[src/rtl/freq_counter_pkg.sv]
// Shared types and tdata layout for the multi-channel frequency counter.
// Beat layout, LSB first: count | channel index | component ID.
package freq_counter_pkg;

    typedef enum logic {
        IDLE = 1'b0,
        SEND = 1'b1
    } fsm_state_e;

    localparam int unsigned ID_W      = 8;
    localparam int unsigned CH_IDX_W  = 8;
    localparam int unsigned COUNT_LSB = 0;

    // Bit offset of the channel-index field for a given count width.
    function automatic int unsigned idx_lsb(input int unsigned count_width);
        return count_width;
    endfunction

    // Bit offset of the component-ID field for a given count width.
    function automatic int unsigned id_lsb(input int unsigned count_width);
        return count_width + CH_IDX_W;
    endfunction

endpackage

[src/rtl/freq_counter_mc_edge_counter.sv]
// One channel: synchroniser chain, rising-edge detect, edge counter.
// Optional feature macro: FREQ_COUNTER_MC_SATURATE_EN (counter saturates
// instead of wrapping).
module freq_edge_counter #(
    parameter int unsigned COUNT_WIDTH = 32,
    parameter int unsigned SYNC_STAGES = 2
) (
    input  logic                   clk,
    input  logic                   rst_n,
    input  logic                   pulse_in,
    input  logic                   clear,
    output logic [COUNT_WIDTH-1:0] count_o
);

    logic [SYNC_STAGES-1:0] sync_q, sync_d;
    logic                   prev_q, prev_d;
    logic [COUNT_WIDTH-1:0] cnt_q, cnt_d;
    logic                   edge_det;

    // Next state for synchroniser, edge detector and counter.
    // count_o includes this cycle's edge so a snapshot taken on clear sees it.
    always_comb begin
        sync_d   = {sync_q[SYNC_STAGES-2:0], pulse_in};
        prev_d   = sync_q[SYNC_STAGES-1];
        edge_det = sync_q[SYNC_STAGES-1] & ~prev_q;
`ifdef FREQ_COUNTER_MC_SATURATE_EN
        if (edge_det && (cnt_q != '1)) begin
            count_o = cnt_q + 1'b1;
        end else begin
            count_o = cnt_q;
        end
`else
        count_o = edge_det ? cnt_q + 1'b1 : cnt_q;
`endif
        cnt_d = clear ? '0 : count_o;
    end

    // Channel state registers.
    always_ff @(posedge clk or negedge rst_n) begin
        if (!rst_n) begin
            sync_q <= '0;
            prev_q <= 1'b0;
            cnt_q  <= '0;
        end else begin
            sync_q <= sync_d;
            prev_q <= prev_d;
            cnt_q  <= cnt_d;
        end
    end

endmodule

[src/rtl/freq_counter_mc.sv]
// Multi-channel frequency counter with AXI-Stream result output.
// Every GATE_CYCLES clocks all channel counts are snapshotted and sent as
// one frame of CHANNELS beats; a window arriving mid-frame is dropped and
// flagged on the sticky overrun output.
// Optional feature macro: FREQ_COUNTER_MC_SATURATE_EN (see freq_edge_counter).
module freq_counter_mc
    import freq_counter_pkg::*;
#(
    parameter int unsigned CHANNELS     = 4,
    parameter int unsigned COUNT_WIDTH  = 32,
    parameter int unsigned GATE_CYCLES  = 100_000_000,
    parameter int unsigned SYNC_STAGES  = 2,
    parameter logic [7:0]  COMPONENT_ID = 8'h7F
) (
    input  logic                    clk,
    input  logic                    rst_n,
    input  logic [CHANNELS-1:0]     pulse_signal,
    output logic [COUNT_WIDTH+15:0] m_axis_tdata,
    output logic                    m_axis_tvalid,
    input  logic                    m_axis_tready,
    output logic                    m_axis_tlast,
    output logic                    overrun
);

    localparam int unsigned GATE_W = $clog2(GATE_CYCLES);
    localparam logic [GATE_W-1:0]   GATE_LAST = GATE_W'(GATE_CYCLES - 1);
    localparam logic [CH_IDX_W-1:0] CH_LAST   = CH_IDX_W'(CHANNELS - 1);

    logic [GATE_W-1:0]               gate_q, gate_d;
    logic                            snap_evt;
    logic [CHANNELS*COUNT_WIDTH-1:0] count_now;
    logic [CHANNELS*COUNT_WIDTH-1:0] snap_q, snap_d;
    fsm_state_e                      state_q, state_d;
    logic [CH_IDX_W-1:0]             ch_q, ch_d;
    logic                            overrun_q, overrun_d;
    logic                            hs;
    logic                            last_beat;
    logic [COUNT_WIDTH-1:0]          sel_count;

    // Free-running gate counter; wraps at the end of every window.
    always_comb begin
        snap_evt = (gate_q == GATE_LAST);
        gate_d   = snap_evt ? '0 : gate_q + 1'b1;
    end

    for (genvar g = 0; g < CHANNELS; g++) begin : g_ch
        freq_edge_counter #(
            .COUNT_WIDTH (COUNT_WIDTH),
            .SYNC_STAGES (SYNC_STAGES)
        ) u_edge_counter (
            .clk      (clk),
            .rst_n    (rst_n),
            .pulse_in (pulse_signal[g]),
            .clear    (snap_evt),
            .count_o  (count_now[g*COUNT_WIDTH +: COUNT_WIDTH])
        );
    end

    // Output FSM next state. A snapshot is accepted only when idle or in the
    // very cycle the final beat hands off, so a new frame follows back-to-back.
    always_comb begin
        state_d   = state_q;
        ch_d      = ch_q;
        snap_d    = snap_q;
        overrun_d = overrun_q;
        hs        = (state_q == SEND) && m_axis_tready;
        last_beat = (ch_q == CH_LAST);
        case (state_q)
            IDLE: begin
                if (snap_evt) begin
                    state_d = SEND;
                    ch_d    = '0;
                    snap_d  = count_now;
                end
            end
            SEND: begin
                if (hs) begin
                    if (last_beat) begin
                        state_d = IDLE;
                        ch_d    = '0;
                    end else begin
                        ch_d = ch_q + 1'b1;
                    end
                end
                if (snap_evt) begin
                    if (hs && last_beat) begin
                        state_d = SEND;
                        ch_d    = '0;
                        snap_d  = count_now;
                    end else begin
                        overrun_d = 1'b1;
                    end
                end
            end
            default: state_d = IDLE;
        endcase
    end

    // Beat assembly; tdata is zero whenever no beat is offered.
    always_comb begin
        sel_count = '0;
        for (int unsigned i = 0; i < CHANNELS; i++) begin
            if (ch_q == CH_IDX_W'(i)) begin
                sel_count = snap_q[i*COUNT_WIDTH +: COUNT_WIDTH];
            end
        end
        m_axis_tvalid = (state_q == SEND);
        m_axis_tlast  = m_axis_tvalid && (ch_q == CH_LAST);
        m_axis_tdata  = '0;
        if (m_axis_tvalid) begin
            m_axis_tdata[COUNT_LSB +: COUNT_WIDTH]          = sel_count;
            m_axis_tdata[idx_lsb(COUNT_WIDTH) +: CH_IDX_W]  = ch_q;
            m_axis_tdata[id_lsb(COUNT_WIDTH) +: ID_W]       = COMPONENT_ID;
        end
        overrun = overrun_q;
    end

    // Gate, snapshot and FSM registers.
    always_ff @(posedge clk or negedge rst_n) begin
        if (!rst_n) begin
            gate_q    <= '0;
            snap_q    <= '0;
            state_q   <= IDLE;
            ch_q      <= '0;
            overrun_q <= 1'b0;
        end else begin
            gate_q    <= gate_d;
            snap_q    <= snap_d;
            state_q   <= state_d;
            ch_q      <= ch_d;
            overrun_q <= overrun_d;
        end
    end

endmodule

[config.mk]
export PLATFORM = sky130hd
export DESIGN_NAME = freq_counter_mc
export DESIGN_NICKNAME = d
export VERILOG_FILES = /design/src/rtl/freq_counter_pkg.sv /design/src/rtl/freq_counter_mc_edge_counter.sv /design/src/rtl/freq_counter_mc.sv
export SDC_FILE = /design/constraint.sdc
export NUM_CORES = 1
export LEC_CHECK = 0
export CAP_MARGIN = 40
export CORE_MARGIN = 2
export CORE_UTILIZATION = 55
export CTS_CLUSTER_DIAMETER = 60
export DETAILED_ROUTE_END_ITERATION = 7
export PLACE_DENSITY = 0.69
export SLEW_MARGIN = 20
export SYNTH_ARGS = -nofsm -noshare
export SYNTH_HDL_FRONTEND = slang
export SYNTH_SLANG_ARGS = --single-unit
export TNS_END_PERCENT = 20
[constraint.sdc]
create_clock -name clk -period 5.7 [get_ports clk]
set_input_delay 0.57 -clock clk [delete_from_list [all_inputs] [get_ports clk]]
set_output_delay 0.57 -clock clk [all_outputs]
set_load 0.1 [all_outputs]
==> run_results.csv, run 1 <==
group,metric,value,unit
status,status,"complete, no violations",
placement,dpl.hpwl,23500,µm
die,initial_core_util,55.8,%
setup_path,max_stage_delay,0.56,ns
setup_path,critPathLaunch,"ch_q[6]$_DFFE_PN0P_",
job,cap_violations,0,
sta,slew_viol_final,0,
drt,first_pass_iters,5,
grt,grt_pass1_wl,56800,µm
synthesis,async_reset_ff_share,100,%
clocking,cts_tree,"done",
finish,fill_cells,2121,
synthesis,synth_edf_count,0,
sta,maxSlewHeadroom,33.1,%
sta,max_freq,237,MHz
synthesis,syn-cell-area,14900,µm²
die,fp.dieW,169,µm
clocking,clockBufferDepth,3,
setup_path,worstSetupPathType,"register to output pin",
power_and_ir_drop,power_density,274,nW/µm²
clocking,htree_levels,2,
die,ios,58,
setup_path,end_kind,"output pin",
synthesis,ys_types,51,
sta,tns,0,ns
setup_path,cp_top_family,"simple AND/OR/NAND/NOR gates",
grt,overflow,0,
die,die_area,28500,µm²
synthesis,synth-adder-area-share,0.753,%
die,dieHeight,169,µm
drt,wl_per_cell,17.5,µm
sta,hold_viol,0,
setup_path,crit_arrival,3.64,ns
drt,drt_drc_violations_left,0,
drt,dr_wl_met2,15900,µm
die,core,26800,µm²
finish,multi_input_area,6680,µm²
grt,antenna_found_initial,0,
setup_path,cp_cell_sequence,"or4_4 > nor3_1 > nand2_1 > buf_16 > nor2_1 > clkdlybuf4s50_1 > buf_8",
drt,ant_nets,0,
finish,regArea,7630,µm²
synthesis,synth_xor_area_share,8.38,%
drt,avgViaCountPerCell,5.58,
synthesis,synth_mux_area_share,2.61,%
sta,setup_viol,0,
setup_path,cp_max_fo,22,
clocking,cts_resized,0,
synthesis,synth_top_family_by_area,"simple AND/OR/NAND/NOR gates",
placement,io_buffers,56,
drt,met3_length,1340,µm
finish,layout.nets,1605,
finish,drive_gt1_share,14.8,%
finish,antenna_cells,0,
grt,grtUsageTotal,24.8,%
synthesis,seq_area_frac_synth,51.1,%
sta,post-route-period-util,73.9,%
drt,drt-total-wl,34100,µm
worst_hold_path,min_path_type,"input port to asynchronous set/reset pin",
sta,worstMarginPinSlew,1.00,ns
synthesis,syn_nets,1529,
clocking,hold_buffers,0,
grt,grt_max_degree,130,
setup_path,startpoint_type,"register",
clocking,clk_latency,0.51,ns
drt,wirelength_met1,15800,µm
synthesis,synth_compound_area_share,10.2,%
placement,place_congestion,0.822,
power_and_ir_drop,ir_drop,0.187,mV
sta,clock_skew,0.0158,ns
synthesis,ys.flop_type,"dfrtp_1",
drt,drt_iter0_markers,978,
sta,grt_setup_unrepaired,"no",
setup_path,worstReg2RegStart,"gate_q[8]$_DFF_PN0_",
power_and_ir_drop,leakagePower,7.65,nW
synthesis,synth-seq-cells,305,
finish,final_cells,1951,
drt,highest_layer,"met4",
clocking,cts_made_buffers,35,
placement,place_inst,1891,
drt,vias,10900,
setup_path,cp_slowest_cell,"or4_4",
synthesis,synth-simple-area-share,22.5,%
synthesis,yosysWarnings,0,
clocking,cts.sinks,305,
grt,grt_pass1_vias,10700,
die,rows,60,
clocking,cts.clk_slew.worst_paths,0.06,ns
clocking,root_buffer,"clkbuf_16",
synthesis,syn_area_per_cell,9.88,µm²
setup_path,crit_required,5.13,ns
sta,post-route-min-period,4.21,ns
setup_path,path_buf_inv,3,
finish,syn_to_final_growth,17.2,%
clocking,post_cts_buffers,0,
synthesis,synthCells,1513,
==> placed cells by master (no fill, tap or decap), types with 4 or more instances in the layout <==
cell type,n
dfrtp_1,305
nand4_1,49
nand3_1,54
o21ai_2,90
xnor2_1,65
a21oi_1,46
clkdlybuf4s50_1,55
o21ai_1,20
a21oi_2,12
nand2_1,206
nor2b_1,4
buf_8,49
clkbuf_1,9
or3_1,4
and2_1,7
and4b_1,5
and3_1,20
clkbuf_16,37
inv_1,14
o21ai_0,35
ha_1,6
mux2i_1,39
a31oi_1,5
buf_4,14
nor2_1,224
xor2_1,78
nand2b_1,6
nor3_1,21
and3b_1,32
clkbuf_8,6
buf_16,5
nor4_1,23
and4_1,21
==> sequential cells by signal (all words and copies together), names as in the netlist <==
signal,flops
ch_q,8
g_ch.u_edge_counter.sync_q,8
snap_q,128
gate_q,27
m_axis_tvalid,1
g_ch.u_edge_counter.prev_q,4
overrun,1
g_ch.u_edge_counter.cnt_q,128
==> final cells by class <==
cell class	count	share of cell area (%)
Clock inverter	6	0.507
Timing Repair Buffer	129	9.10
Clock buffer	52	5.95
Sequential cell	305	43.5
Multi-Input combinational cell	1103	38.1
Inverter	15	0.321
Tap cell	341	2.43
==> cells by family (layout without fill, tap and decap cells) <==
logic type               Yosys count  count (layout)
multiplexers                      39              39
flip-flops                       305             305
AO/OA/AOI/OAI                    217             217
AND/OR/NAND/NOR                  694             694
XOR/XNOR                         143             143
buffers and inverters            105             202
adder cells (fa/ha/maj)            9               9
other                              1               1
==> report_power, final <==
group / internal [mW] / switching [mW] / leakage [nW]
clock: 1.35 / 0.858 / 0.546
sequential: 2.25 / 0.0878 / 4.17
combinational: 0.0884 / 0.172 / 2.93
==> per-layer routing <==
metal | global-route usage (%) | vias to the layer above
li1 | - | 5307
met1 | 35.4 | 5271
met2 | 39.4 | 232
met3 | 3.76 | 67
met4 | 8.10 | 0
met5 | 0 | -
==> cells in the mapped netlist, types with 2 or more instances <==
| cell type | number | area share [%] |
|---|---|---|
| nor4_1 | 24 | 1.0 |
| nand4b_1 | 2 | 0.12 |
| a21o_1 | 3 | 0.15 |
| nand4_1 | 49 | 2.1 |
| a21oi_2 | 12 | 0.70 |
| o21ai_2 | 90 | 5.3 |
| or2_2 | 3 | 0.13 |
| nand3b_1 | 2 | 0.10 |
| buf_6 | 25 | 1.9 |
| and2_1 | 7 | 0.29 |
| o21ai_1 | 20 | 0.67 |
| xor2_1 | 78 | 4.6 |
| nand2b_1 | 6 | 0.25 |
| or3_1 | 4 | 0.17 |
| ha_1 | 9 | 0.75 |
| clkbuf_1 | 36 | 0.90 |
| dfrtp_1 | 305 | 51 |
| a31oi_1 | 5 | 0.21 |
| nand3_1 | 54 | 1.8 |
| o21ai_0 | 35 | 1.2 |
| and3_1 | 21 | 0.88 |
| and4_1 | 21 | 1.2 |
| inv_1 | 14 | 0.35 |
| xnor2_1 | 65 | 3.8 |
| buf_4 | 24 | 1.2 |
| mux2i_1 | 39 | 2.6 |
| and3b_1 | 32 | 1.9 |
| buf_1 | 3 | 0.075 |
| and4b_1 | 5 | 0.33 |
| nor2b_1 | 4 | 0.17 |
| nand2_1 | 206 | 5.2 |
| buf_2 | 2 | 0.067 |
| a21oi_1 | 46 | 1.5 |
| or4_1 | 2 | 0.10 |
| nor2_1 | 224 | 5.6 |
| nor3_1 | 21 | 0.70 |
==> worst paths after layout <==
kind / end / slack [ns] / depth (start not counted)
worst max-delay path: m_axis_tdata[15] / 1.49 / 7
worst min-delay path: snap_q[69]$_DFFE_PN0P_ / 0.16 / 1
worst max register to register: g_ch[1].u_edge_counter.cnt_q[26]$_DFF_PN0_ / 2.54 / 5
worst min register to register: g_ch[3].u_edge_counter.sync_q[1]$_DFF_PN0_ / 0.35 / 0
max in group asynchronous: snap_q[3]$_DFFE_PN0P_ / 4.21 / 2
min in group clk: g_ch[3].u_edge_counter.sync_q[1]$_DFF_PN0_ / 0.35 / 0
==> stage by stage <==
| step | utilization [%] | hold slack (ns) | area [µm²] | total power [mW] | setup WS [ns] |
|---|---|---|---|---|---|
| 2_1_floorplan | - | 0.274 | 14900 | 2.53 | 2.10 |
| 3_3_place_gp | 57.8 | 0.334 | 15500 | 2.62 | 1.54 |
| 3_5_place_dp | 61.1 | 0.339 | 16400 | 2.64 | 2.01 |
| 4_1_cts | 65.4 | 0.237 | 17500 | 4.86 | 1.46 |
| 5_1_grt | 65.4 | 0.254 | 17500 | 5.00 | 1.32 |
| 6_report | 65.4 | 0.160 | 17500 | 4.81 | 1.49 |
Note: power is estimated with default switching activity, not from simulation.
==> run 2: changes to the inputs <==
==> constraint.sdc (replaced) <==
create_clock -name clk -period 4.4 [get_ports clk]
set_input_delay 0.44 -clock clk [delete_from_list [all_inputs] [get_ports clk]]
set_output_delay 0.44 -clock clk [all_outputs]
set_load 0.1 [all_outputs]
==> run 2 against run 1 <==
Net effect: critical path depth is 1 higher; core utilization fell by 1.6 points; non-clock buffer count down 29; largest power group is now the clock network; critical path type unchanged; critical endpoint is now m_axis_tdata[0].
==> run_results.csv, run 2 (synthesis results as in run 1) <==
group,metric,value,unit
sta,maxSlewHeadroom,33.0,%
clocking,hold_buffers,0,
power_and_ir_drop,p_sw,1.49,mW
drt,wl_per_cell,17.5,µm
grt,grtUsageTotal,24.6,%
setup_path,crit_required,3.96,ns
setup_path,worstReg2RegStart,"gate_q[8]$_DFF_PN0_",
finish,drive_gt1_share,15.9,%
setup_path,max_stage_delay,0.59,ns
sta,grt_setup_unrepaired,"no",
finish,final_core_util,63.8,%
die,ios,58,
clocking,cts.clk_slew.worst_paths,0.06,ns
setup_path,rrSetupSlack,1.54,ns
power_and_ir_drop,pwr-share-clk,47.7,%
setup_path,cp_top_family,"compound AO/OA/AOI/OAI gates",
setup_path,cp_slowest_cell,"o21ai_0",
drt,first_pass_iters,5,
drt,drt_drc_violations_left,0,
finish,syn_to_final_growth,14.3,%
setup_path,cp_max_fo,12,
drt,drt_iter0_markers,714,
clocking,clockBufferDepth,3,
power_and_ir_drop,comb_power_share,5.2,%
placement,place_congestion,0.830,
status,status,"complete, no violations",
die,fp.dieW,169,µm
grt,antenna_found_initial,0,
setup_path,crit_arrival,3.04,ns
job,cap_violations,0,
grt,overflow,0,
sta,max_freq,287,MHz
placement,dpl.hpwl,23100,µm
power_and_ir_drop,power_density,377,nW/µm²
setup_path,startpoint_type,"register",
die,rows,60,
sta,hold_viol,0,
clocking,htree_levels,2,
finish,reg.largest.list,"g_ch.u_edge_counter.cnt_q: 128 flops, snap_q: 128 flops, gate_q: 27 flops",
setup_path,r2r_cells,5,
finish,final_common_cell,"dfrtp_1",
die,dieHeight,169,µm
finish,layout.nets,1576,
clocking,cts_resized,0,
placement,io_buffers,56,
clocking,cts_made_buffers,35,
clocking,post_cts_buffers,0,
power_and_ir_drop,p_sw_share,23.1,%
power_and_ir_drop,leakagePower,7.56,nW
sta,tns,0,ns
sta,clock_skew,0.0121,ns
drt,ant_nets,0,
power_and_ir_drop,ir_drop,0.269,mV
sta,setup_viol,0,
power_and_ir_drop,internal_power,4.95,mW
power_and_ir_drop,p_seq_share,47.1,%
worst_hold_path,min_path_type,"input port to asynchronous set/reset pin",
grt,grt_pass1_wl,56200,µm
setup_path,r2r_end,"g_ch[1].u_edge_counter.cnt_q[16]$_DFF_PN0_",
finish,final_cell_mix,"dfrtp_1, nor2_1, nand2_1",
clocking,cts_tree,"done",
finish,antenna_cells,0,
setup_path,end_kind,"output pin",
clocking,clk_latency,0.51,ns
die,initial_core_util,55.8,%
clocking,cts.sinks,305,
die,die_area,28500,µm²
drt,drt-total-wl,33700,µm
grt,grt_pass1_vias,10700,
sta,slew_viol_final,0,
sta,post-route-period-util,79.1,%
setup_path,worstSetupPathType,"register to output pin",
die,core,26800,µm²
grt,grt_max_degree,130,
drt,avgViaCountPerCell,5.57,
drt,vias,10700,
sta,worstMarginPinSlew,1.01,ns
setup_path,cp_cell_sequence,"inv_1 > ha_1 > and3b_1 > a21oi_1 > o21ai_0 > mux2i_1 > nor2_1 > buf_4",
sta,post-route-min-period,3.48,ns
clocking,root_buffer,"clkbuf_16",
setup_path,path_buf_inv,2,
## run 2: worst max-delay path by stage
stage | startpoint | to | slack (ns) | depth (start not counted)
after floorplan | ch_q[6]$_DFFE_PN0P_ | m_axis_tdata[10] | 0.93 | 5
after global placement | m_axis_tready | snap_q[33]$_DFFE_PN0P_ | 1.30 | 7
after detailed placement | ch_q[0]$_DFFE_PN0P_ | m_axis_tdata[0] | 1.44 | 8
after CTS | ch_q[0]$_DFFE_PN0P_ | m_axis_tdata[0] | 0.90 | 8
after global routing | ch_q[1]$_DFFE_PN0P_ | m_axis_tdata[21] | 0.76 | 9
final | ch_q[0]$_DFFE_PN0P_ | m_axis_tdata[0] | 0.92 | 8
## run 2: through the flow
step	total power, mW	instances	setup WS, ns	hold slack (ns)	instance area [µm²]
after floorplan	3.27	1513	0.926	0.144	14900
after global placement	3.40	1841	1.30	0.332	15500
after detailed placement	3.42	1863	1.44	0.335	15900
after CTS	6.49	1925	0.904	0.102	17100
after global routing	6.68	1926	0.762	0.138	17100
final	6.44	1926	0.922	0.0480	17100
## run 2: cell type report
| type | instances | area [µm²] |
|---|---|---|
| multi-input cells | 1103 | 6680 |
| clock buffers | 50 | 1060 |
| clock inverters | 12 | 169 |
| inverters | 15 | 56.3 |
| fillers | 2168 | 9710 |
| flip-flops and latches | 305 | 7630 |
| repair buffers | 100 | 1070 |
| well taps | 341 | 427 |
## run 2: per-layer routing
layer,vias up,wire length [µm],global-route usage (%)
met2,211,16100,40.3
li1,5241,-,-
met5,-,0,0
met3,61,1120,3.34
met4,0,967,8.13
met1,5218,15500,33.9
## run 2: power groups by stage
stage	Combinational, mW	Sequential, mW	Clock [mW]
after CTS	0.347	3.03	3.12
final	0.338	3.03	3.07
after floorplan	0.223	3.05	0
after global placement	0.335	3.07	0
after global routing	0.393	3.05	3.24
after detailed placement	0.347	3.07	0
## run 2: worst register-to-register path, stage by stage (launching register included)
cell,delay (ns)
dfrtp_1,0.44
or4_1,0.55
nor4_2,0.42
and3_4,0.59
buf_12,0.45
nor2_1,0.26
==> run 3: changes to the inputs <==
--- a/config.mk
+++ b/config.mk
@@ -10,7 +10,7 @@
 export CORE_UTILIZATION = 55
 export CTS_CLUSTER_DIAMETER = 60
 export DETAILED_ROUTE_END_ITERATION = 7
-export PLACE_DENSITY = 0.69
+export PLACE_DENSITY = 0.72
 export SLEW_MARGIN = 20
 export SYNTH_ARGS = -nofsm -noshare
 export SYNTH_HDL_FRONTEND = slang
==> constraint.sdc (replaced) <==
create_clock -name clk -period 2.9 [get_ports clk]
set_input_delay 0.29 -clock clk [delete_from_list [all_inputs] [get_ports clk]]
set_output_delay 0.29 -clock clk [all_outputs]
set_load 0.1 [all_outputs]
==> run 3 against run 2 <==
Net effect: highest routed layer unchanged; hold slack better by 0.18 ns; sequential power rose by 51%; via count grew 0.74%; wire length fell by 0.90%; global-route usage is 0.43 points lower; die area did not move; critical path type unchanged; worst setup slack lost 0.81 ns; final area up 1.4%; combinational power rose by 52%; final cell count is 0.47% lower; critical path depth up 1; non-clock buffer count down 5.
==> run_results.csv, run 3 (synthesis results as in run 1) <==
group,metric,value,unit
clocking,cts.clk_slew.worst_paths,0.06,ns
grt,overflow,0,
clocking,clk_latency,0.51,ns
drt,ant_nets,0,
finish,regArea,7630,µm²
power_and_ir_drop,p_total,9.48,mW
setup_path,cp_slowest_cell,"dfrtp_1",
setup_path,max_stage_delay,0.40,ns
drt,drt_drc_violations_left,0,
die,dieHeight,169,µm
setup_path,critPathMostFrequentCell,"buf_12",
placement,place_congestion,0.832,
placement,place_area,16100,µm²
job,cap_violations,0,
die,ios,58,
sta,maxSlewHeadroom,42.9,%
grt,antenna_found_initial,0,
finish,drive_gt1_share,18.1,%
finish,multi_input_area,6760,µm²
placement,place_inst,1856,
placement,dpl.hpwl,22900,µm
finish,syn_to_final_growth,15.9,%
finish,final_cells,1917,
sta,post-route-period-util,96.2,%
finish,layout.nets,1571,
setup_path,crit_arrival,2.50,ns
die,core,26800,µm²
clocking,clockBufferDepth,3,
grt,grt_pass1_vias,10600,
sta,post-route-min-period,2.79,ns
sta,hold_viol,0,
drt,drt-total-wl,33400,µm
die,initial_core_util,55.8,%
power_and_ir_drop,leakagePower,7.59,nW
sta,max_freq,358,MHz
sta,worstMarginPinSlew,0.850,ns
finish,antenna_cells,0,
die,rows,60,
drt,avgViaCountPerCell,5.64,
die,fp.dieW,169,µm
finish,final_cell_mix,"dfrtp_1, nand2_1, nor2_1",
finish,fill_cells,2103,
setup_path,worstSetupPathType,"register to output pin",
sta,slew_viol_final,0,
placement,io_buffers,56,
finish,reg.largest.list,"g_ch.u_edge_counter.cnt_q: 128 flops, snap_q: 128 flops, gate_q: 27 flops",
power_and_ir_drop,ir_drop,0.423,mV
sta,setup_viol,0,
setup_path,end_kind,"output pin",
setup_path,crit_required,2.61,ns
grt,grtUsageTotal,24.1,%
status,status,"complete, no violations",
setup_path,cp_max_fo,35,
grt,grt_max_degree,91,
sta,hold_slack,0.224,ns
clocking,cts.sinks,305,
clocking,root_buffer,"clkbuf_16",
setup_path,startpoint_type,"register",
die,die_area,28500,µm²
clocking,cts_made_buffers,35,
power_and_ir_drop,power_density,547,nW/µm²
grt,grt_pass1_wl,55100,µm
drt,first_pass_iters,5,
drt,drt_iter0_markers,877,
drt,wl_per_cell,17.4,µm
finish,stdcell_area,17300,µm²
worst_hold_path,min_path_type,"input port to register",
drt,vias,10800,
clocking,cts_tree,"done",
sta,clock_skew,0.0118,ns
clocking,htree_levels,2,
sta,grt_setup_unrepaired,"yes",
setup_path,cp_cell_sequence,"inv_2 > ha_4 > buf_12 > and3b_1 > a21oi_1 > o21ai_1 > mux2i_1 > nor2_2 > buf_12",
finish,final_common_cell,"dfrtp_1",
run 3: changes by cell type in the layout (fill, tap and decap cells not counted), moves of 11 or more:
cell,change
buf_12,+38
o21ai_1,+11
nor2_1,-21
nor2_2,+21
clkdlybuf4s50_1,-17
buf_8,-13
o21ai_0,-11
run 3: critical path: cells and delay by family, from the launching register on:
family,cells,cell delay [ns]
compound gates,2,0.25
fa+ha+maj,1,0.32
buf+inv,3,0.51
simple gates,2,0.29
flops,1,0.40
mux,1,0.22
run 3: layer usage:
metal / share of wire [%] / global-route usage [%] / up-vias
met5: 0 / 0 / -
met3: 4.5 / 3.95 / 51
met2: 49 / 40.7 / 198
met1: 44 / 32.6 / 5338
met4: 2.0 / 6.41 / 0
li1: - / - / 5223
run 3: final cells by class:
type,instances,area share (%)
Clock buffer,50,6.03
Clock inverter,8,0.585
Inverter,15,0.325
Multi-Input combinational cell,1103,39.0
Sequential cell,305,44.1
Tap cell,341,2.46
Timing Repair Buffer,95,7.52
run 3: path summary, 6_finish.rpt:
kind                                                            start                                    endpoint  slack (ns)  cells past startpoint
max                                               ch_q[1]$_DFFE_PN0P_                            m_axis_tdata[26]        0.11                      9
min                                                   pulse_signal[3]  g_ch[3].u_edge_counter.sync_q[0]$_DFF_PN0_        0.22                      1
max reg2reg                                       gate_q[8]$_DFF_PN0_                      snap_q[64]$_DFFE_PN0P_        0.36                      6
min reg2reg                g_ch[3].u_edge_counter.sync_q[0]$_DFF_PN0_  g_ch[3].u_edge_counter.sync_q[1]$_DFF_PN0_        0.35                      0
max in group asynchronous                                       rst_n  g_ch[0].u_edge_counter.cnt_q[24]$_DFF_PN0_        1.63                      3
min in group asynchronous                                       rst_n                      snap_q[69]$_DFFE_PN0P_        0.39                      2
run 3: where the power goes:
| group | switching [mW] | internal, mW |
|---|---|---|
| Combinational | 0.334 | 0.181 |
| Clock | 1.70 | 2.68 |
| Sequential | 0.170 | 4.42 |
| Total | 2.20 | 7.28 |
run 3: repair_timing:
item,CTS,global route
endpoints found under the setup margin,27,32
hold endpoints to repair,84,0
resized for setup,14,31
hold buffers,1,0
cloned,0,0
pin swaps,0,1
buffers inserted,0,2
run 3: stage by stage:
step | TNS, ns | worst slack, ns | utilization, %
after floorplan | -14.42 | -0.424 | -
after global placement | 0 | 0.378 | 59.9
after detailed placement | 0 | 0.329 | 59.9
after CTS | -0.0461 | -0.0263 | 64.3
after global routing | -0.101 | -0.0298 | 64.6
final | 0 | 0.109 | 64.6
